<file path="src/rtl/fifo_stream_reader.sv">
// Read-side master for the synchronous FIFO: drains it into a valid/ready
// stream through a 3-entry skid buffer that absorbs the FIFO read latency.
module fifo_stream_reader #(
  parameter int FIFO_WIDTH = 16,
  parameter int CNT_WIDTH  = 16
) (
  input  logic                  clk,
  input  logic                  rst_n,
  input  logic                  enable,
  input  logic [FIFO_WIDTH-1:0] fifo_data_out,
  input  logic                  fifo_empty,
  input  logic                  fifo_underflow,
  output logic                  fifo_rd_en,
  output logic [FIFO_WIDTH-1:0] m_data,
  output logic                  m_valid,
  input  logic                  m_ready,
  output logic [CNT_WIDTH-1:0]  rd_count,
  output logic                  underflow_err,
  output logic                  idle
);

  localparam int BUF_DEPTH = 3;

  logic [FIFO_WIDTH-1:0] mem [BUF_DEPTH];
  logic [1:0]            head;
  logic [1:0]            tail;
  logic [1:0]            buf_cnt;
  logic                  inflight;
  logic                  push;
  logic                  pop;
  logic [2:0]            credit;

  function automatic logic [1:0] ptr_inc(input logic [1:0] p);
    return (p == 2'(BUF_DEPTH - 1)) ? 2'd0 : p + 2'd1;
  endfunction

  // In-flight word already owns a slot, so m_ready never reaches rd_en.
  assign credit     = {1'b0, buf_cnt} + {2'b00, inflight};
  assign fifo_rd_en = rst_n & enable & ~fifo_empty
                    & (credit < 3'(BUF_DEPTH));

  assign m_valid = (buf_cnt != 2'd0);
  assign m_data  = mem[head];
  assign push    = inflight;
  assign pop     = m_valid & m_ready;
  assign idle    = ~rst_n | (~m_valid & ~inflight & fifo_empty);

  always_ff @(posedge clk or negedge rst_n) begin
    if (!rst_n) begin
      for (int i = 0; i < BUF_DEPTH; i++)
        mem[i] <= '0;
      head          <= 2'd0;
      tail          <= 2'd0;
      buf_cnt       <= 2'd0;
      inflight      <= 1'b0;
      rd_count      <= '0;
      underflow_err <= 1'b0;
    end else begin
      inflight <= fifo_rd_en;
      if (push) begin
        mem[tail] <= fifo_data_out;
        tail      <= ptr_inc(tail);
        rd_count  <= rd_count + CNT_WIDTH'(1);
      end
      if (pop)
        head <= ptr_inc(head);
      if (push && !pop)
        buf_cnt <= buf_cnt + 2'd1;
      else if (pop && !push)
        buf_cnt <= buf_cnt - 2'd1;
      if (fifo_underflow)
        underflow_err <= 1'b1;
    end
  end

endmodule

</file>
<file path="config.mk">
export PLATFORM = sky130hd
export DESIGN_NAME = fifo_stream_reader
export DESIGN_NICKNAME = d
export VERILOG_FILES = /design/src/rtl/fifo_stream_reader.sv
export SDC_FILE = /design/constraint.sdc
export NUM_CORES = 1
export LEC_CHECK = 0
export BUFFER_PORTS_ARGS = -buffer_cell sky130_fd_sc_hd__buf_2
export CAP_MARGIN = 10
export CORE_ASPECT_RATIO = 1.2
export CORE_UTILIZATION = 30
export CTS_CLUSTER_SIZE = 10
export DETAILED_ROUTE_END_ITERATION = 7
export SLEW_MARGIN = 20
export SYNTH_ARGS = -nofsm -noshare
export SYNTH_HDL_FRONTEND = slang
export SYNTH_SLANG_ARGS = --single-unit
export TNS_END_PERCENT = 20
</file>
<file path="constraint.sdc">
create_clock -name clk -period 1.7 [get_ports clk]
set_input_delay 0.085 -clock clk [delete_from_list [all_inputs] [get_ports clk]]
set_output_delay 0.085 -clock clk [all_outputs]
set_load 0.03 [all_outputs]
</file>
==> run_results.csv <==
group,metric,value,unit
flow_run,maxCapViolations,0,
timing,setup_viol,1,
setup_path,r2r_end,"rd_count[13]",
yosys,syn_inst,247,
clocking,cts.sinks,72,
routing,dr.first_iter.drc_count,43,
yosys,synth_common_cells,"dfrtp_1, mux2_2, nand2_1",
global_routing,busiest_layer,"met2",
global_routing,grt_first_pass_wirelength,11300,um
final_layout,seq_area,1800,um^2
yosys,synthFlopType,"dfrtp_1",
power_and_ir_drop,ir_drop,856,uV
yosys,synth.area.top_cells,"dfrtp_1, mux2_2, mux2i_1",
setup_path,critical_path_class,"reg2out",
yosys,yosysSeqAreaShare,0.559,
clocking,cts_setup_buffers,0,
yosys,syn-num-nets,273,
timing,report.final.slew_viol_count,0,
placement,dpl.cell_count,437,
timing,max_slew_margin,0.658,
global_routing,grt_use_met1,0.161,
timing,hold_viol,0,
timing,period_needed,1740,ps
yosys,yosys_register_bits,72,
setup_path,critPathCaptureType,"output port",
floorplanning,die_h,116,um
clocking,cts_root_buffer,"clkbuf_16",
yosys,synth.top_cell.area_share,0.559,
global_routing,grt_max_degree,41,
setup_path,reg2reg_from,"inflight",
clocking,clk_pin_slew,50,ps
setup_path,reg2reg_setup_slack,130,ps
placement,io_buffers,57,
yosys,synth_cell_types,27,
setup_path,worstRegToRegCells,4,
setup_path,worstPathCellList,"ha_2 > ha_4 > a2111oi_4 > buf_4",
final_layout,fin_nets,348,
global_routing,antenna_found_initial,0,
final_layout,final_cells,456,
timing,max_freq,574,MHz
final_layout,nFillCells,1017,
yosys,synth.cell_area,3220,um^2
clocking,cts_inserted_buffers,9,
placement,dp_hpwl,4720,um
routing,routed_wl,6820,um
clocking,cts_tree,"yes",
yosys,yosysWarnings,0,
global_routing,grt_use_total,0.131,
floorplanning,initial_core_util,0.308,
routing,vias,2111,
placement,gp_congestion,0.724,
timing,worst-slew-pin-transition,513,ps
floorplanning,fp.dieArea,11200,um^2
power_and_ir_drop,p_total,7.68,mW
yosys,avgSynthCellArea,13.1,um^2
final_layout,syn2layout_area_growth,27.6,%
setup_path,crit_path_max_incr_delay,390,ps
global_routing,grt_remaining_overflow,0,
final_layout,drive_gt1_frac,0.440,
floorplanning,die_width,96.6,um
floorplanning,rows,41,
run_status,status,"complete, but fails checks",
setup_path,slowest_stage,"dfrtp_1",
min_path,min_to,"mem[35]",
floorplanning,fp.coreArea,10500,um^2
routing,post_drt_via_cell_ratio,4.63,
power_and_ir_drop,p_leak,1.94,nW
final_layout,antenna_cells,0,
timing,rsz0062_at_grt,"yes",
yosys,yosysTopAreaCell,"dfrtp_1",
routing,wire_per_inst,15.0,um
run_status,violations,"negative setup slack",
power_and_ir_drop,powerDensity,1870,nW/um^2
min_path,min_path_cells,2,
global_routing,grt_util_met2,0.219,
setup_path,critPathArrivalTime,1660,ps
yosys,synth_most_common_cell,"dfrtp_1",
yosys,synthArstFlopShare,1.00,
timing,finalCritPeriodShare,1.03,
yosys,synth-edff-count,0,
min_path,hold_path_class,"in2reg",
floorplanning,ios,58,
clocking,cts_buffer_depth,2,
setup_path,crit_path_start_kind,"flop",
final_layout,multiInputGateArea,1370,um^2
setup_path,critPathMaxFanout,2,
clocking,insertion_delay,330,ps
global_routing,grt_pass1_vias,2238,
timing,setup-tns-final,-42.9,ps
clocking,cts_max_level,3,
final_layout,post-route-util,0.393,
timing,whs,14.5,ps
routing,route.detailed.drc,0,
routing,ant_nets,0,
setup_path,required,1620,ps
min_path,worstHoldStart,"fifo_data_out[3]",
routing,drtPass1Iterations,4,
timing,fin_ws,-42.9,ps
global_routing,met3_usage,0.0392,
timing,fin_skew,5.19,ps
worst max-delay path, delay by kind of cell, from the launching register on:
kind,cells,cell delay [ps]
DFF,1,390
buffers and inverters,1,220
adders and majority gates,2,430
AOI/OAI and AO/OA,1,300
routing by layer:
layer	wire, um	vias up	share of wire
li1	-	1021	-
met1	3160	1053	0.46
met2	3400	35	0.50
met3	234	2	0.034
met4	31	0	0.0045
met5	0	-	0
worst max-delay path by stage:
stage | startpoint | endpoint | slack [ps] | depth (start not counted)
2_1_floorplan | buf_cnt[0] | inflight | 10 | 3
3_3_place_gp | buf_cnt[0] | fifo_rd_en | 150 | 4
3_5_place_dp | inflight | rd_count[15] | 80 | 4
4_1_cts | inflight | fifo_rd_en | -70 | 4
5_1_grt | buf_cnt[0] | fifo_rd_en | -90 | 4
6_report | inflight | fifo_rd_en | -40 | 4
state kept, by name, indices dropped and copies added, names as in the netlist:
| register | cells |
|---|---|
| rd_count | 16 |
| inflight | 1 |
| head | 2 |
| tail | 2 |
| underflow_err | 1 |
| mem | 48 |
| buf_cnt | 2 |
cell usage in the layout (no fill, tap or decap), types with 2 or more instances in the layout:
cell type and instances:
mux2_2 40, xnor2_1 6, dlygate4sd3_1 3, mux2i_1 16, buf_2 54, nor3_1 5
nand2_1 22, clkbuf_1 2, ha_1 2, buf_4 14, clkbuf_8 3, nor2_1 4
o21ai_0 19, a21o_1 2, nor4_1 3, nand4_1 5, clkbuf_16 9, mux2_4 10
buf_12 3, dfrtp_1 72, xor2_1 12, nand3_1 5, inv_1 3, or2_2 2
metrics by stage:
| step | cell area (um^2) | worst slack, ps |
|---|---|---|
| 6_report | 4110 | -42.9 |
| 5_1_grt | 4110 | -91.5 |
| 4_1_cts | 4100 | -67.6 |
| 3_5_place_dp | 3770 | 79.3 |
| 3_3_place_gp | 3770 | 152 |
| 2_1_floorplan | 3240 | 11.7 |
cell type report:
type / instances / share of cell area
Sequential cell: 72 / 0.438
Multi-Input combinational cell: 160 / 0.334
Timing Repair Buffer: 75 / 0.116
Clock buffer: 14 / 0.0666
Tap cell: 129 / 0.0392
Inverter: 4 / 0.00365
Clock inverter: 2 / 0.00304
kinds of logic (layout without fill, tap and decap cells):
family,after synthesis,count (layout),share of synthesized area
muxes,66,66,0.236
buffers and inverters,15,95,0.0299
DFF,72,72,0.559
xor gates and xnor gates,18,18,0.0489
adders and majority gates,4,4,0.0155
AOI/OAI and AO/OA,22,22,0.0369
and+or+nand+nor,50,50,0.0741
report_power, final:
part | internal, mW | switching [mW] | leakage [nW] | total (mW)
clock network | 1.10 | 0.659 | 0.139 | 1.76
logic | 1.35 | 1.73 | 0.919 | 3.08
registers | 2.42 | 0.414 | 0.879 | 2.83
timing repair:
action / in CTS / in global routing
endpoints found under the setup margin: 1 / 4
hold buffers: 3 / 0
endpoints found under the hold margin: 74 / 0
resized for setup: 3 / 3
pin swaps: 2 / 1
Power figures use the tool's default switching activity.
